`src/rtl/ram_arbiter.sv`:
```
// Two-requester arbiter for one single-port synchronous RAM: M0 fetch (read-only), M1 data (read/write).
// Define RAM_ARB_RR_EN for round-robin conflict resolution; otherwise M1 has fixed priority.
module ram_arbiter #(
  parameter int unsigned DATA_WIDTH = 32,
  parameter int unsigned ADDR_WIDTH = 12
) (
  input  logic                  i_clk,
  input  logic                  i_rst,
  input  logic                  i_m0_req,
  input  logic [ADDR_WIDTH-1:0] i_m0_addr,
  output logic                  o_m0_gnt,
  output logic                  o_m0_rvalid,
  output logic [DATA_WIDTH-1:0] o_m0_rdata,
  input  logic                  i_m1_req,
  input  logic                  i_m1_we,
  input  logic [ADDR_WIDTH-1:0] i_m1_addr,
  input  logic [DATA_WIDTH-1:0] i_m1_wdata,
  output logic                  o_m1_gnt,
  output logic                  o_m1_rvalid,
  output logic [DATA_WIDTH-1:0] o_m1_rdata,
  output logic                  o_ram_we,
  output logic [ADDR_WIDTH-1:0] o_ram_addr,
  output logic [DATA_WIDTH-1:0] o_ram_wrdata,
  input  logic [DATA_WIDTH-1:0] i_ram_rdata
);

  logic                  gnt0;
  logic                  gnt1;
  logic                  rd0;
  logic                  rd1;
  logic [DATA_WIDTH-1:0] hold0;
  logic [DATA_WIDTH-1:0] hold1;

`ifdef RAM_ARB_RR_EN
  localparam logic LAST_M0 = 1'b0;
  localparam logic LAST_M1 = 1'b1;

  logic last_win;

  always_comb begin
    gnt0 = 1'b0;
    gnt1 = 1'b0;
    if (!i_rst) begin
      if (i_m0_req && i_m1_req) begin
        gnt0 = (last_win == LAST_M1);
        gnt1 = (last_win == LAST_M0);
      end else begin
        gnt0 = i_m0_req;
        gnt1 = i_m1_req;
      end
    end
  end

  always_ff @(posedge i_clk) begin
    if (i_rst) begin
      last_win <= LAST_M1;
    end else if (gnt0) begin
      last_win <= LAST_M0;
    end else if (gnt1) begin
      last_win <= LAST_M1;
    end
  end
`else
  always_comb begin
    gnt0 = 1'b0;
    gnt1 = 1'b0;
    if (!i_rst) begin
      gnt1 = i_m1_req;
      gnt0 = i_m0_req && !i_m1_req;
    end
  end
`endif

  assign o_m0_gnt     = gnt0;
  assign o_m1_gnt     = gnt1;
  assign o_ram_we     = gnt1 && i_m1_we;
  assign o_ram_addr   = gnt1 ? i_m1_addr : i_m0_addr;
  assign o_ram_wrdata = i_m1_wdata;

  always_ff @(posedge i_clk) begin
    if (i_rst) begin
      rd0   <= 1'b0;
      rd1   <= 1'b0;
      hold0 <= '0;
      hold1 <= '0;
    end else begin
      rd0 <= gnt0;
      rd1 <= gnt1 && !i_m1_we;
      if (rd0) begin
        hold0 <= i_ram_rdata;
      end
      if (rd1) begin
        hold1 <= i_ram_rdata;
      end
    end
  end

  // Reset masks a read returning in the reset cycle, so the port never sees stale data.
  assign o_m0_rvalid = rd0 && !i_rst;
  assign o_m1_rvalid = rd1 && !i_rst;
  assign o_m0_rdata  = i_rst ? '0 : (rd0 ? i_ram_rdata : hold0);
  assign o_m1_rdata  = i_rst ? '0 : (rd1 ? i_ram_rdata : hold1);

endmodule
```
`config.mk`:
```
export PLATFORM = sky130hd
export DESIGN_NAME = ram_arbiter
export DESIGN_NICKNAME = d
export VERILOG_FILES = /design/src/rtl/ram_arbiter.sv
export SDC_FILE = /design/constraint.sdc
export NUM_CORES = 1
export LEC_CHECK = 0
export CAP_MARGIN = 20
export CORE_MARGIN = 2
export CORE_UTILIZATION = 31
export DETAILED_ROUTE_END_ITERATION = 8
export DONT_BUFFER_PORTS = 1
export PLACE_DENSITY = 0.5
export SETUP_SLACK_MARGIN = 0.05
export SYNTH_ARGS = -nofsm -noshare
export SYNTH_HDL_FRONTEND = slang
export SYNTH_SLANG_ARGS = --single-unit
```
`constraint.sdc`:
```
create_clock -name i_clk -period 1.2 [get_ports i_clk]
set_clock_uncertainty 0.05 [all_clocks]
set_input_delay 0.12 -clock i_clk [delete_from_list [all_inputs] [get_ports i_clk]]
set_output_delay 0.12 -clock i_clk [all_outputs]
set_load 0.005 [all_outputs]
```
==> qor.csv, run 1 <==
stage,metric,value,unit
status,status,"finished, violations left",
status,failing checks,"negative hold slack, negative setup slack",
yosys,Compound-Gate Fraction of Synth Area,0,%
clock_tree,CTS tree,built,
sta,min Tclk post-route,1.38,ns
global_route,number of global-route vias before repair,1664,
power_and_ir_drop,Comb power frac,7.5,%
global_route,largest net degree at the start of global routing,70,
worst_setup_path,RR Endpoint,hold1[14],
drt,drt wl/cell,17.0,um
placement,GPL Wtd Cong,0.663,
drt,post-DR vias/cell,4.66,
yosys,total nets after synthesis,358,
power_and_ir_drop,total power,4530,uW
layout,layout cells sized above 1,21.6,%
power_and_ir_drop,part of the power in the clock network,42.0,%
die,die height,98.6,um
die,chip width,98.6,um
clock_tree,Num CTS Buffers,9,
clock_tree,Worst-path clk slew,0.07,ns
die,Core ar.,8680,um2
die,# rows,34,
layout,Multi-input gate area,1140,um2
yosys,main combinational cell family by area after synthesis,multiplexers,
yosys,post-synth cell types,14,
power_and_ir_drop,Internal,3410,uW
global_route,first-pass GRT wire length,8.97,mm
worst_setup_path,Crit Path Class,flop to output port,
layout,ANT cells,0,
sta,maximum clock rate,0.724,GHz
yosys,post-synthesis mux area share,28.9,%
yosys,Gate Count Post-Synth,265,
drt,drt first pass iters,4,
power_and_ir_drop,Net Sw Power,1120,uW
yosys,Yosys reg bits,66,
sta,Hold Fails Final Rpt,65,
power_and_ir_drop,Worst VDD drop,0.642,mV
worst_setup_path,Crit. End Element,output port,
hold_path,Hold Path Sink,hold0[10],
hold_path,hold path depth,1,
die,I/O pins,206,
clock_tree,Clock Latency Late Sink,0.33,ns
sta,worst-margin pin slew,0.365,ns
yosys,Netlist Area Pre-Place,2770,um2
run,Max-Cap Viols,0,
drt,final wirelength,5.95,mm
drt,Detailed Route Iter0 Violations,29,
drt,DRC viols,0,
worst_setup_path,reg2reg setup slack,0.15,ns
yosys,register area share after synthesis,47.7,%
drt,Routed Antenna Nets,0,
drt,WL met2,2.59,mm
power_and_ir_drop,Switching Fraction,24.6,%
sta,PnR worst setup slack,-0.181,ns
worst_setup_path,reg2reg start,rd1,
yosys,Yosys warning count,0,
clock_tree,worst-case clock buffer depth,2,
worst_setup_path,CP arrival,1.21,ns
power_and_ir_drop,Sequential Power Share,50.5,%
sta,Hold Slack,-0.180,ns
placement,dpl cells,329,
clock_tree,Clock Sinks,66,
sta,period utilisation layout,115,%
power_and_ir_drop,Pwr Density,1530,nW/um2
layout,FF+latch area,1330,um2
drt,DR vias,1625,
sta,relative slew slack,75.6,%
hold_path,Worst Min Path Start,i_rst,
layout,final non-filler cell total,349,
worst_setup_path,Critical Path Start Type,flop,
global_route,initial antenna violation count,0,
drt,Highest Signal Layer,met4,
yosys,"Avg Cell Area, Syn",10.5,um2
layout,Final nets,329,
clock_tree,H-tree Lvls,3,
yosys,Simple-Gate Fraction of Synth Area,10.4,%
worst_setup_path,largest fanout on the critical path,13,
power_and_ir_drop,Pleak,0.00109,uW
layout,Syn-to-layout area delta,6.77,%
die,Initial Util,31.9,%
drt,WL met3,864,um
die,Die Area,9710,um2
clock_tree,CTS Hold Buffers Added,3,
sta,Slew Limit Fails,0,
global_route,GRT Overall Usage,12.1,%
clock_tree,root buffer cell,clkbuf_8,
drt,met1 wire length,2.40,mm
yosys,XOR/XNOR share of the synthesized area,0,%
yosys,adder-cell area share of the yosys netlist,0,%
global_route,GR Overflow Total,0,
layout,fill count,925,
placement,post-detail-place hpwl,4.19,mm
hold_path,worst hold path type,primary input to flop,
worst_setup_path,FF-to-FF path depth,3,
sta,RSZ-0062 raised after global routing,true,
sta,final setup fails,65,
sta,Setup TNS,-9.52,ns
placement,IO Port Bufs,0,
worst_setup_path,critical path data required time,1.03,ns
-- cell usage after synthesis --
cell	instances	area share (%)
buf_1	1	0.14
buf_2	5	0.90
buf_4	36	9.8
buf_6	3	1.2
clkbuf_1	5	0.68
dfxtp_1	66	48
inv_1	2	0.27
mux2_2	5	2.0
mux2_4	7	3.8
mux2i_1	64	23
nand2b_4	1	0.50
nor2_1	66	8.9
nor2b_1	2	0.45
nor3b_1	2	0.54
-- metrics by stage --
stage	util, %	worst slack [ns]	instance area (um2)	hold slack, ns
2_1_floorplan	-	0.0514	2770	0.142
3_3_place_gp	30.4	0.127	2640	0.141
3_5_place_dp	30.4	0.104	2640	0.138
4_1_cts	33.6	-0.226	2920	-0.197
5_1_grt	34.1	-0.284	2960	-0.211
6_report	34.1	-0.181	2960	-0.180
-- cell usage in the layout (no fill, tap or decap), types with 3 or more instances in the layout --
cell / instances
clkbuf_8: 9
nor2_2: 7
mux2_2: 5
dlygate4sd3_1: 3
dfxtp_1: 64
mux2_4: 7
mux2i_2: 5
nor2_1: 59
buf_12: 5
mux2i_1: 59
clkinv_4: 3
-- state kept, by name, indices dropped and copies added (netlist names) --
register  cells
hold0        32
hold1        32
rd0           1
rd1           1
-- metal layers --
| layer | track usage (%) | vias to the layer above |
|---|---|---|
| li1 | - | 781 |
| met1 | 14.0 | 720 |
| met2 | 17.3 | 114 |
| met3 | 8.30 | 10 |
| met4 | 5.37 | 0 |
| met5 | 0 | - |
-- worst max path at each step --
stage / endpoint / depth (start not counted) / startpoint / slack [ns]
global placement: hold0[29] / 3 / rd0 / 0.13
CTS: o_m1_rdata[14] / 3 / rd1 / -0.23
floorplan: hold0[21] / 4 / rd0 / 0.05
finish: o_m0_rdata[31] / 3 / rd0 / -0.18
detailed placement: hold1[10] / 3 / rd1 / 0.10
global route: o_m1_rdata[5] / 3 / rd1 / -0.28
-- cells by family (layout without fill, tap and decap cells) --
group                  after synthesis  in the layout
buffers and inverters               52             28
DFF                                 66             66
muxes                               76             76
and+or+nand+nor                     71             71
-- critical path: stages, from the launching register on --
cell	delay [ns]
dfxtp_4	0.40
buf_12	0.17
mux2i_1	0.21
nor2_1	0.10
-- timing repair --
item,4_1_cts,5_1_grt
hold endpoints to repair,66,65
resized for setup,13,11
endpoints found under the setup margin,66,66
setup buffers,0,1
pin swaps,0,1
-- power groups by stage --
stage,logic (uW),registers [uW],clock network [uW]
2_1_floorplan,386,2330,0
3_3_place_gp,313,2340,0
3_5_place_dp,316,2340,0
4_1_cts,335,2280,1980
5_1_grt,374,2290,2070
6_report,339,2280,1900
-- area by class of cell --
type	count	share of cell area [%]
flip-flops and latches	66	44.9
clock buffers	9	4.19
clock inverters	7	2.62
inverters	2	0.254
well taps	108	4.57
repair buffers	10	5.03
multi-input cells	147	38.4
(Power assumes the default switching activity.)
==> run 2, diff against run 1 <==
--- a/config.mk
+++ b/config.mk
@@ -10,6 +10,7 @@
 export CORE_UTILIZATION = 31
 export DETAILED_ROUTE_END_ITERATION = 8
 export DONT_BUFFER_PORTS = 1
+export MAX_ROUTING_LAYER = met4
 export PLACE_DENSITY = 0.5
 export SETUP_SLACK_MARGIN = 0.05
 export SYNTH_ARGS = -nofsm -noshare
==> run 2 against run 1 <==
Wire length increased by 0.20%. Die area did not move. Register-to-register slack lost 0.02 ns. The run still ends with negative hold slack, negative setup slack left. Global-route usage rose by 0.35 points. Sequential share of layout area is essentially flat. Non-clock buffer count unchanged. Via count stayed put. Clock-buffer cell count did not move. Design area about the same.
==> qor.csv, run 2 (synthesis gave the netlist of run 1 again) <==
stage,metric,value,unit
status,status,"finished, violations left",
status,failing checks,"negative hold slack, negative setup slack",
worst_setup_path,largest fanout on the critical path,13,
layout,"leading cell type in the layout, fill and taps excluded",dfxtp_1,
clock_tree,Clock Latency Late Sink,0.33,ns
worst_setup_path,FF-to-FF path depth,3,
sta,PnR worst setup slack,-0.191,ns
worst_setup_path,"delay-heaviest family, CP",flip-flops,
worst_setup_path,crit-path max cell delay,0.42,ns
sta,Hold Fails Final Rpt,65,
layout,fill count,928,
worst_setup_path,Crit Path Class,flop to output port,
sta,relative slew slack,75.3,%
global_route,number of global-route vias before repair,1663,
power_and_ir_drop,total power,4530,uW
sta,RSZ-0062 raised after global routing,true,
sta,Slew Limit Fails,0,
hold_path,Worst Min Path Start,i_rst,
die,I/O pins,206,
sta,min Tclk post-route,1.39,ns
clock_tree,Clock Sinks,66,
die,Die Area,9710,um2
placement,post-detail-place hpwl,4.19,mm
sta,maximum clock rate,0.719,GHz
layout,top flop regs,"hold0: 32 flops, hold1: 32 flops",
clock_tree,root buffer cell,clkbuf_8,
worst_setup_path,Critical Path Start Type,flop,
clock_tree,CTS Hold Buffers Added,3,
worst_setup_path,reg2reg start,rd1,
power_and_ir_drop,Pleak,0.00109,uW
hold_path,Hold Path Sink,hold0[10],
layout,fin area,2960,um2
drt,Detailed Route Iter0 Violations,29,
layout,ANT cells,0,
worst_setup_path,reg2reg setup slack,0.13,ns
drt,drt first pass iters,4,
die,# rows,34,
worst_setup_path,Crit-path slowest cell,dfxtp_4,
sta,worst-margin pin slew,0.369,ns
placement,IO Port Bufs,0,
worst_setup_path,"Cell Chain, Critical Path","buf_12, mux2i_1, nor2_1",
die,Core ar.,8680,um2
die,Initial Util,31.9,%
hold_path,worst hold path type,primary input to flop,
clock_tree,CTS tree,built,
die,die height,98.6,um
global_route,initial antenna violation count,0,
layout,layout cells sized above 1,21.2,%
drt,drt wl/cell,17.1,um
global_route,GRT Overall Usage,12.5,%
placement,DP Area,2640,um2
run,Max-Cap Viols,0,
global_route,GR Overflow Total,0,
worst_setup_path,CP arrival,1.22,ns
drt,DR vias,1625,
die,chip width,98.6,um
worst_setup_path,Worst Path Buf+Inv,1,
power_and_ir_drop,Pwr Density,1530,nW/um2
clock_tree,worst-case clock buffer depth,2,
drt,Routed Antenna Nets,0,
global_route,first-pass GRT wire length,8.96,mm
clock_tree,Worst-path clk slew,0.08,ns
worst_setup_path,RR Endpoint,hold1[14],
power_and_ir_drop,Worst VDD drop,0.656,mV
drt,post-DR vias/cell,4.66,
hold_path,hold path depth,1,
layout,Final nets,329,
clock_tree,Num CTS Buffers,9,
worst_setup_path,critical path data required time,1.03,ns
drt,final wirelength,5.96,mm
placement,GPL Wtd Cong,0.670,
clock_tree,H-tree Lvls,3,
sta,final setup fails,65,
worst_setup_path,Crit. End Element,output port,
drt,DRC viols,0,
sta,period utilisation layout,116,%
sta,Hold Slack,-0.180,ns
global_route,largest net degree at the start of global routing,70,
layout,most frequent cells in the layout,"64 x dfxtp_1, 60 x mux2i_1, 59 x nor2_1, 9 x clkbuf_8",
layout,Syn-to-layout area delta,6.82,%
run 2: final cells by class:
| class | instances | area (um2) | area share (%) |
|---|---|---|---|
| sequential | 66 | 1330 | 44.9 |
| tap | 108 | 135 | 4.56 |
| inverter | 2 | 7.51 | 0.254 |
| clock inverter | 7 | 77.6 | 2.62 |
| clock buffer | 9 | 124 | 4.18 |
| timing repair buffer | 10 | 149 | 5.03 |
| multi-input combinational | 147 | 1140 | 38.5 |
run 2: layer usage:
metal / share of wire (%) / GRT usage [%] / wire length, um
met4: 1.6 / 5.37 / 95
met5: 0 / - / 0
met1: 41 / 14.1 / 2470
met2: 43 / 17.4 / 2550
met3: 14 / 8.01 / 845
run 2: worst reg2reg max path, delay by kind of cell (launching register included):
family,cells,cell delay [ns]
buf+inv,1,0.17
flops,1,0.42
mux,1,0.21
simple gates,1,0.09
run 2: timing repair:
item,CTS,global route
buffers inserted,0,1
hold endpoints to repair,66,65
endpoints found under the setup margin,66,66
resized for setup,13,11
run 2: worst max path at each step:
stage | endpoint | slack, ns | depth (start not counted) | from
CTS | o_m1_rdata[14] | -0.23 | 3 | rd1
detailed placement | hold1[10] | 0.10 | 3 | rd1
floorplan | hold0[21] | 0.05 | 4 | rd0
finish | o_m1_rdata[10] | -0.19 | 3 | rd1
global placement | hold0[29] | 0.13 | 3 | rd0
global route | o_m1_rdata[5] | -0.28 | 3 | rd1
run 2: power breakdown:
part	switching [uW]	internal, uW
Clock	934	974
Sequential	23.9	2260
Combinational	162	176
Total	1120	3410
run 2: per-stage QoR:
step,hold WS (ns),util [%],worst slack (ns),instances,setup TNS [ns]
after detailed placement,0.138,30.4,0.104,329,0
after global placement,0.141,30.4,0.127,329,0
after CTS,-0.197,33.6,-0.226,348,-11.51
after floorplan,0.142,-,0.0514,265,0
final,-0.180,34.1,-0.191,349,-9.68
after global routing,-0.211,34.1,-0.282,349,-14.78
